File: src/rtl/rx_output_buffer_pkg.sv
// rx_output_buffer_pkg: frame layout and defaults shared by the UART receive path.
//   Frame record = {ParErr, StpErr, Pdata}; width 2**DataWIDTH+2.
package rx_output_buffer_pkg;
    localparam int DATA_WIDTH_DEF = 3;
    localparam int DEPTH_LOG2_DEF = 2;
    function automatic int frame_w(input int dw);
        return 2**dw + 2;
    endfunction
    function automatic int stp_err_bit(input int dw);
        return 2**dw;
    endfunction
    function automatic int par_err_bit(input int dw);
        return 2**dw + 1;
    endfunction
endpackage

File: src/rtl/rx_buf_mem.sv
// rx_buf_mem: frame storage, synchronous write, asynchronous read, synchronous clear.
//   clk/rst_n   clock, active-low synchronous reset (clears every entry)
//   we/wa/wd    write enable, address, frame record
//   ra/rd       read address, frame record at ra
module rx_buf_mem #(
    parameter int W  = 10,
    parameter int AW = 2
) (
    input  logic          clk,
    input  logic          rst_n,
    input  logic          we,
    input  logic [AW-1:0] wa,
    input  logic [W-1:0]  wd,
    input  logic [AW-1:0] ra,
    output logic [W-1:0]  rd
);
    logic [W-1:0] mem [2**AW];

    always_ff @(posedge clk) begin
        if (!rst_n) begin
            for (int i = 0; i < 2**AW; i++) mem[i] <= '0;
        end else if (we) begin
            mem[wa] <= wd;
        end
    end

    assign rd = mem[ra];
endmodule

File: src/rtl/rx_output_buffer.sv
// rx_output_buffer: FIFO between the UART receiver and a valid/ready consumer.
//   OutBuf_CLK/OutBuf_RST          clock, active-low synchronous reset
//   OutBuf_Pdata_in/ParErr/StpErr  frame captured on OutBuf_DataValid_in
//   OutBuf_Ready_in                consumer accepts head frame
//   OutBuf_OvrClr_in               clears sticky overrun
//   OutBuf_*_out                   head frame, valid, occupancy, overrun
module rx_output_buffer
    import rx_output_buffer_pkg::*;
#(
    parameter int DataWIDTH  = DATA_WIDTH_DEF,
    parameter int DEPTH_LOG2 = DEPTH_LOG2_DEF
) (
    input  logic                    OutBuf_CLK,
    input  logic                    OutBuf_RST,
    input  logic [2**DataWIDTH-1:0] OutBuf_Pdata_in,
    input  logic                    OutBuf_DataValid_in,
    input  logic                    OutBuf_ParErr_in,
    input  logic                    OutBuf_StpErr_in,
    input  logic                    OutBuf_Ready_in,
    input  logic                    OutBuf_OvrClr_in,
    output logic [2**DataWIDTH-1:0] OutBuf_Pdata_out,
    output logic                    OutBuf_ParErr_out,
    output logic                    OutBuf_StpErr_out,
    output logic                    OutBuf_Valid_out,
    output logic [DEPTH_LOG2:0]     OutBuf_Count_out,
    output logic                    OutBuf_Overrun_out
);
    localparam int DW = 2**DataWIDTH;
    localparam int FW = frame_w(DataWIDTH);

    logic [DEPTH_LOG2:0] wr_ptr, rd_ptr;
    logic [FW-1:0]       head;
    logic                empty, full, push, pop, ovr_set;

    assign empty   = wr_ptr == rd_ptr;
    assign full    = (wr_ptr[DEPTH_LOG2] != rd_ptr[DEPTH_LOG2]) &&
                     (wr_ptr[DEPTH_LOG2-1:0] == rd_ptr[DEPTH_LOG2-1:0]);
    assign pop     = !empty && OutBuf_Ready_in;
    // A pop on the same edge frees the slot, so a full FIFO can still accept.
    assign push    = OutBuf_DataValid_in && (!full || pop);
    assign ovr_set = OutBuf_DataValid_in && full && !pop;

    rx_buf_mem #(.W(FW), .AW(DEPTH_LOG2)) u_mem (
        .clk  (OutBuf_CLK),
        .rst_n(OutBuf_RST),
        .we   (push),
        .wa   (wr_ptr[DEPTH_LOG2-1:0]),
        .wd   ({OutBuf_ParErr_in, OutBuf_StpErr_in, OutBuf_Pdata_in}),
        .ra   (rd_ptr[DEPTH_LOG2-1:0]),
        .rd   (head)
    );

    always_ff @(posedge OutBuf_CLK) begin
        if (!OutBuf_RST) begin
            wr_ptr             <= '0;
            rd_ptr             <= '0;
            OutBuf_Overrun_out <= 1'b0;
        end else begin
            if (push) wr_ptr <= wr_ptr + (DEPTH_LOG2+1)'(1);
            if (pop) rd_ptr <= rd_ptr + (DEPTH_LOG2+1)'(1);
            // Set takes priority over clear.
            OutBuf_Overrun_out <= ovr_set || (OutBuf_Overrun_out && !OutBuf_OvrClr_in);
        end
    end

    assign OutBuf_Pdata_out  = head[DW-1:0];
    assign OutBuf_StpErr_out = head[stp_err_bit(DataWIDTH)];
    assign OutBuf_ParErr_out = head[par_err_bit(DataWIDTH)];
    assign OutBuf_Valid_out  = !empty;
    assign OutBuf_Count_out  = wr_ptr - rd_ptr;
endmodule

File: config.mk
export PLATFORM = sky130hd
export DESIGN_NAME = rx_output_buffer
export DESIGN_NICKNAME = d
export VERILOG_FILES = /design/src/rtl/rx_output_buffer_pkg.sv /design/src/rtl/rx_buf_mem.sv /design/src/rtl/rx_output_buffer.sv
export SDC_FILE = /design/constraint.sdc
export NUM_CORES = 1
export LEC_CHECK = 0
export BUFFER_PORTS_ARGS = -buffer_cell sky130_fd_sc_hd__buf_4
export CORE_UTILIZATION = 35
export CTS_CLUSTER_DIAMETER = 100
export DETAILED_ROUTE_END_ITERATION = 8
export HOLD_SLACK_MARGIN = 0.06
export SYNTH_ARGS = -nofsm -noshare
export SYNTH_HDL_FRONTEND = slang
export SYNTH_SLANG_ARGS = --single-unit
File: constraint.sdc
create_clock -name OutBuf_CLK -period 3.5 [get_ports OutBuf_CLK]
set_clock_uncertainty 0.05 [all_clocks]
set_input_delay 0.175 -clock OutBuf_CLK [delete_from_list [all_inputs] [get_ports OutBuf_CLK]]
set_output_delay 0.175 -clock OutBuf_CLK [all_outputs]
set_load 0.01 [all_outputs]
After elaboration in Yosys (flattened, before gate mapping)
Memory sizes are Yosys's and may differ from the RTL's. A register that Yosys moved wholly into a read port is not among the register bits. Cells that the tools add are included. Widths: inputs -> output; s select.

Register bits after elaboration: 7. RAM bits: 40. Bits of input ports: 15. Output and inout port bits: 15. Word-level logic and storage cells: 32. Memories kept: 1.

Add/subtract/negate cells: 3. Eq/ne operators: 3. Mux-type cells: 9. Reductions and logical operators: 13.

Memory list: u_mem.mem (depth 4, bits a word 10, rd ports 1, clocked after Yosys merged registers in 1, wr ports 4, line rx_buf_mem.sv:17) `logic [W-1:0] mem [2**AW];`.

Operators by type and width (number): $mux 10 (1); $reduce_or 10->1 (1); $add 3x1->3 const B (2); $logic_and 1x1->1 (6); $mux 2 (3); $mux 1 (5); $logic_not 1->1 (4); $eq 3x3->1 (1); $sub 3x3->3 (1); $eq 2x2->1 (1); $logic_or 1x1->1 (2); $ne 1x1->1 (1).

Logic depth before layout (Yosys ltp)
Gate-level depths: netlist (run 1).

Word-level depth: 10. Gate-level depth with buffers: 6. Gate-level depth less buffers: 5.

Cells and area by module
Synthesis (run 1) repeated with hierarchy kept, for this count alone.

Cells, all modules: 161. Area total of the unflattened synthesis: 2242.2 µm².

Modules (own cells, without submodules): rx_buf_mem (instances 1, cells each 107, area each 1783.0 µm², sequential area each 1201.2 µm²); rx_output_buffer (instances 1, cells each 54, area each 459.2 µm², sequential area each 140.1 µm²).

Worst setup path after synthesis (run 1)
No wires, ideal clock.

Path kind: reg-to-reg. Start: reg wr_ptr[0]. End: mem u_mem.mem[3][0] (enable). Setup time: 0.393 ns. Arrival: 1.991 ns. Data required time: 3.057 ns. Setup slack: 1.066 ns. Cell stages (with the launch flop): 6. Buffers on the path: 0. Period minus slack after synthesis: 2.434 ns. Cell sequence: dfxtp_1 -> inv_1 -> ha_1 -> nand3b_2 -> o21ai_2 -> o31ai_1.

RTL lines: start: declaration (line rx_output_buffer.sv:31) `logic [DEPTH_LOG2:0] wr_ptr, rd_ptr;`; start signal: assignment (line rx_output_buffer.sv:59) `if (push) wr_ptr <= wr_ptr + (DEPTH_LOG2+1)'(1);`; end: declaration (line rx_buf_mem.sv:17).

==> run summary, run 1 <==
Status -> finished, final reports clean
CP arrival -> 2510 ps
I/O pins -> 30
RD Place Congestion -> 0.710
Reg2Reg Depth -> 3
Yosys top cell area share -> 0.528
Met2 wire length -> 2160 microns
Rows -> 29
Clk sinks -> 49
Highest Clock Rate -> 0.385 GHz
Crit path cell chain -> xnor2_1 > o2111ai_2 > nand2_1
Inserted Clock Buffers -> 5
Avg Vias per Cell -> 5.07
Class of the worst hold path -> in -> reg
Syn nets -> 193
Worst Path Class, Setup -> reg -> reg
Synth cell types -> 30
DP Area -> 0.00252 sq mm
Area Overhead vs Synth -> 14.9%
Buffers & Inverters on Critical Path -> 0
Post-synth ARST share -> 0
Fin. Hold Viols -> 0
Met3 Routed Length -> 218 microns
CTS tree -> done
Mapped Avg Cell Area -> 13.1 sq um
Crit path time final -> 2600 ps
Pwr dens -> 509 mW/mm^2
Initial DRC Count -> 133
WHS Path Cells -> 3
Synth area leaders -> edfxtp_1, mux4_2, dfxtp_1
Synth Instances -> 173
RSZ-0062 raised after global routing -> no
WL final -> 4430 microns
Register area share after synthesis -> 0.607
First-pass GRT wire length -> 6910 microns
EDFF count, synth -> 40
CP top delay family -> XOR/XNOR gates
Leakage -> 0.000995 uW
Routed WL per cell -> 15.9 microns
Peak supply drop -> 0.000224 V
Final Setup Violations -> 0
Slew Viols, Final -> 0
Via total after detailed routing -> 1409
Clock transition at path regs -> 100 ps
Die X -> 82.6 microns
Post-CTS sizing -> 0
Worst-margin pin slew -> 1160 ps
Starting density of the core -> 0.360
Syn. warnings -> 0
DRC errors left -> 0
Initial DRT Pass Iterations -> 4
Crit-path slowest cell -> xnor2_1
Finished Cell Area -> 0.00261 sq mm
Total GRT Usage -> 0.144
Antenna Cells -> 0
Worst-skew pair later-pin latency -> 300 ps
Synth cell count leaders -> edfxtp_1, nor2_1, nand2_1
Clock H-tree levels -> 2
Max Fanout on Critical Path -> 11
Initial antenna violation count -> 0
Hold buffers post-CTS -> 0
Core region area -> 0.00631 sq mm
Final period util -> 0.742
Post-synth top area cell -> edfxtp_1
Port buffer count -> 29
Die Ht -> 82.6 microns
Postcts setup bufs -> 0
Critical Path Sink Type -> flop
Synth Register Bits -> 49
Die Area -> 0.00683 sq mm
GRT Residual Overflow -> 0
Largest net degree at the start of global routing -> 30
Max Root-Sink Buffers -> 2
HPWL Detailed -> 3200 microns
Layout cells sized above 1 -> 0.274
Critical path depth -> 3
Synth Flop Type -> edfxtp_1
Clock Root Buffer -> clkbuf_8
Final TNS setup -> 0 ps
Final #Nets -> 220
Max cap viols -> 0
Fill cell count -> 607
Mapped Area -> 0.00227 sq mm
Startpoint Class -> flop
Wl on met1 -> 1990 microns
Critical Path RT -> 3420 ps
Final ANT Viol Nets -> 0
Top layer used by detailed routing -> met4
Rel. slew slack -> 0.224
Number of global-route vias before repair -> 1423
Max incr delay on CP -> 920 ps
## sequential cells by signal (all words and copies together), names as in the netlist, named ones only
register and cells:
wr_ptr 3, rd_ptr 3, OutBuf_Overrun_out 1, u_mem.mem 40
## report_power, final
group          internal, uW  total, uW  switching [uW]
registers               676        714            37.4
clock network           142        341             199
logic                   141        274             134
total                   959       1330             370
## layout by cell type (no fill, tap or decap), types with 2 or more instances in the layout
cell type	instances
nor2_1	40
dfxtp_1	9
ha_1	4
nand2_1	22
nand3_1	2
edfxtp_1	40
clkbuf_8	5
mux4_2	10
xnor2_1	2
o211ai_1	3
mux2i_1	5
buf_4	30
inv_1	10
o2111ai_2	3
## layer usage
metal | track usage | vias up
met2 | 0.245 | 42
li1 | - | 672
met5 | 0 | -
met4 | 0.0517 | 0
met1 | 0.181 | 688
met3 | 0.0297 | 7
## final cells by class
class / instances / area [sq um] / area share
Multi-Input combinational cell: 104 / 782 / 0.299
Sequential cell: 49 / 1380 / 0.529
Tap cell: 77 / 96.3 / 0.0369
Inverter: 10 / 37.5 / 0.0144
Timing Repair Buffer: 30 / 225 / 0.0862
Clock buffer: 5 / 68.8 / 0.0263
Clock inverter: 3 / 21.3 / 0.00814
## metrics by stage
stage | total power [uW] | worst slack (ps) | hold slack, ps | utilization | instances
after floorplan | 895 | 1070 | 333 | - | 173
after global placement | 1000 | 978 | 449 | 0.400 | 270
after detailed placement | 1010 | 882 | 459 | 0.400 | 270
after CTS | 1340 | 874 | 143 | 0.414 | 278
after global routing | 1390 | 686 | 150 | 0.414 | 278
final | 1330 | 903 | 154 | 0.414 | 278
## final timing paths
check                                   to  slack (ps)              startpoint
max          u_mem.mem[0][6]$_SDFFCE_PN0P_         900  rd_ptr[2]$_SDFFE_PN0N_
max reg2reg  u_mem.mem[0][6]$_SDFFCE_PN0P_         900  rd_ptr[2]$_SDFFE_PN0N_
min          OutBuf_Overrun_out$_SDFF_PN0_         150        OutBuf_OvrClr_in
min reg2reg         rd_ptr[2]$_SDFFE_PN0N_         480  rd_ptr[2]$_SDFFE_PN0N_
## kinds of logic after synthesis
family | after synthesis | synth area share
xor gates and xnor gates | 2 | 0.00770
buffers and inverters | 20 | 0.0490
and+or+nand+nor | 70 | 0.128
DFF | 49 | 0.607
muxes | 15 | 0.121
AOI/OAI and AO/OA | 12 | 0.0561
adders and majority gates | 5 | 0.0308
## tightest hold or removal path, cell delays in order
cell and delay, ps:
buf_4 80, o32ai_1 50, and2_1 150
Note: power is estimated with default switching activity, not from simulation.
==> inputs of run 2 (changes only) <==
--- a/config.mk
+++ b/config.mk
@@ -5,6 +5,7 @@
 export SDC_FILE = /design/constraint.sdc
 export NUM_CORES = 1
 export LEC_CHECK = 0
+export ABC_AREA = 1
 export BUFFER_PORTS_ARGS = -buffer_cell sky130_fd_sc_hd__buf_4
 export CORE_UTILIZATION = 35
 export CTS_CLUSTER_DIAMETER = 100
==> constraint.sdc (replaced) <==
create_clock -name OutBuf_CLK -period 2.2 [get_ports OutBuf_CLK]
set_clock_uncertainty 0.05 [all_clocks]
set_input_delay 0.11 -clock OutBuf_CLK [delete_from_list [all_inputs] [get_ports OutBuf_CLK]]
set_output_delay 0.11 -clock OutBuf_CLK [all_outputs]
set_load 0.01 [all_outputs]
==> run 2 against run 1 <==
Effect of this change:
- the flow now finishes with violations (design-rule violations)
- die area increased by 4.6%
- first-iteration DRC count decreased by 53%
- design area increased by 8.8%
- synthesized area increased by 4.7%
- critical endpoint is now OutBuf_Count_out[2]
==> run summary, run 2 <==
Status -> finished with violations
Failing checks -> design-rule violations
CTS tree -> done
Register area share after synthesis -> 0.580
DRC errors left -> 2
Pwr dens -> 780 mW/mm^2
Initial DRC Count -> 63
Synth area leaders -> edfxtp_1, nor3_2, dfxtp_1
Max Fanout on Critical Path -> 14
Final period util -> 0.877
I/O pins -> 30
Die X -> 84.5 microns
Switching share of power -> 0.275
Max FFs per register -> 40
Initial antenna violation count -> 0
Top-count cell post-synth -> edfxtp_1
Clock H-tree levels -> 2
Critical R2R Launch -> rd_ptr[1]$_SDFFE_PN0N_
Sequential power share -> 0.495
Synth Register Bits -> 49
Crit path launch -> wr_ptr[1]$_SDFFE_PN0P_
Starting density of the core -> 0.369
Top flop regs -> u_mem.mem x40, rd_ptr x3, wr_ptr x3
Syn. warnings -> 0
RSZ-0062 raised after global routing -> no
Commonest non-fill, non-tap cells in the layout -> buf_4, edfxtp_1, nor2_1, inv_1, o21ai_0
Yosys top cell area share -> 0.504
Synth cell count leaders -> edfxtp_1, nor2_1, o21ai_0
Finished Cell Area -> 0.00284 sq mm
Worst-margin pin slew -> 582 ps
Grt met1 use -> 0.190
Startpoint Class -> flop
Hold Slack -> 78.9 ps
Max cap viols -> 0
Leakage -> 0.00115 uW
Synth cell types -> 24
HPWL Detailed -> 3420 microns
Die Area -> 0.00714 sq mm
Largest net degree at the start of global routing -> 21
Reg2Reg Depth -> 9
Internal -> 1610 uW
DP Area -> 0.00272 sq mm
EDFF count, synth -> 40
Rel. slew slack -> 0.612
Antenna Cells -> 0
Number of global-route vias before repair -> 1655
Gr busiest metal -> met2
Final ANT Viol Nets -> 0
Largest register by flop count -> u_mem.mem
Clk sinks -> 49
Worst Path Class, Setup -> reg -> out
Total GRT Usage -> 0.148
Critical Path RT -> 2040 ps
Critical Path Sink Type -> output pin
Crit path time final -> 1930 ps
Clock power share -> 0.291
R2r setup slk -> 280 ps
Rows -> 29
Via total after detailed routing -> 1679
Postcts setup bufs -> 0
Worst-skew pair later-pin latency -> 300 ps
Clock transition at path regs -> 90 ps
GRT Residual Overflow -> 0
Mapped Avg Cell Area -> 10.8 sq um
Highest Clock Rate -> 0.518 GHz
Post-layout util -> 0.440
Class of the worst hold path -> in -> reg
WL final -> 4910 microns
Die Ht -> 84.5 microns
Inserted Clock Buffers -> 5
Worst setup endpoint -> OutBuf_Count_out[2]
CP arrival -> 1770 ps
Syn nets -> 240
First-pass GRT wire length -> 8000 microns
Fill cell count -> 618
Port buffer count -> 29
Met3 usage -> 0.0315
Layout cells sized above 1 -> 0.295
PnR Total Power -> 2220 uW
Area Overhead vs Synth -> 19.3%
Combinational Power Share -> 0.214
Final Setup Violations -> 0
Initial DRT Pass Iterations -> 6
Max Root-Sink Buffers -> 2
Peak supply drop -> 0.000281 V
Core region area -> 0.00646 sq mm
Post-synth ARST share -> 0
Post-synth top area cell -> edfxtp_1
RD Place Congestion -> 0.741
Routed WL per cell -> 14.6 microns
Net switching power -> 610 uW
Mapped Area -> 0.00238 sq mm
Fin. Hold Viols -> 0
Final #Nets -> 277
Avg Vias per Cell -> 5.01
Slew Viols, Final -> 0
Worst r2r dst -> u_mem.mem[3][9]$_DFFE_PP_
Clock Root Buffer -> clkbuf_8
Synth Instances -> 220
Met2 Usage GRT -> 0.245
Synth Flop Type -> edfxtp_1
Commonest non-fill, non-tap cell in the layout -> buf_4
-- run 2: cell types whose count changed in the layout (fill, tap and decap cells not counted), sizes merged, moves of 6 or more --
cell	previous run	this run
buf	30	42
inv	11	23
nor3	0	30
o22ai	0	10
nor2	40	34
o21ai	2	25
mux4	10	0
nand2	22	14
-- run 2: logic make-up after synthesis --
logic type / Yosys count / share of synthesized area
AO/OA/AOI/OAI: 40 / 0.0893
XOR/XNOR: 3 / 0.0110
adder cells (fa/ha/maj): 5 / 0.0294
buffers and inverters: 35 / 0.0672
flip-flops: 49 / 0.580
AND/OR/NAND/NOR: 88 / 0.223
-- run 2: metrics by stage --
stage | TNS, ps | setup slack, ps | instances
6_report | 0 | 271 | 335
5_1_grt | 0 | 142 | 335
4_1_cts | 0 | 256 | 335
3_5_place_dp | 0 | 269 | 326
3_3_place_gp | 0 | 311 | 326
2_1_floorplan | -3520 | -124 | 220
-- run 2: how the worst min path moves through the flow --
stage | cells after the start | start | end
floorplan | 3 | OutBuf_OvrClr_in | OutBuf_Overrun_out$_SDFF_PN0_
global placement | 4 | OutBuf_OvrClr_in | OutBuf_Overrun_out$_SDFF_PN0_
detailed placement | 4 | OutBuf_OvrClr_in | OutBuf_Overrun_out$_SDFF_PN0_
CTS | 3 | OutBuf_Ready_in | rd_ptr[2]$_SDFFE_PN0N_
global route | 3 | OutBuf_Ready_in | rd_ptr[2]$_SDFFE_PN0N_
finish | 3 | OutBuf_Ready_in | flop
-- run 2: critical path: stages, from the launching register on --
cell     delay, ps
dfxtp_1        370
inv_1          280
fa_1           500
xor2_1         180
buf_4          140
-- run 2: timing repair --
item	in CTS	in global routing
hold buffers	1	0
endpoints found under the hold margin	1	0
resized for setup	0	0
-- run 2: area by class of cell --
cell class,count,area (sq um),share of cell area
Multi-Input combinational cell,136,843,0.297
Clock inverter,3,43.8,0.0154
Clock buffer,5,68.8,0.0242
Tap cell,77,96.3,0.0339
Inverter,22,82.6,0.0291
Timing Repair Buffer,43,325,0.114
Sequential cell,49,1380,0.486
-- run 2: per-layer routing --
metal  wire length (microns)  share of wire
met1                    2180           0.44
met2                    2490           0.51
met3                     175          0.036
met4                      55          0.011
met5                       0              0
-- run 2: power by group through the flow --
stage	sequential [uW]	combinational [uW]	clock, uW
2_1_floorplan	1110	284	0
3_3_place_gp	1120	476	0
3_5_place_dp	1120	480	0
4_1_cts	1100	483	652
5_1_grt	1100	521	686
6_report	1100	475	645
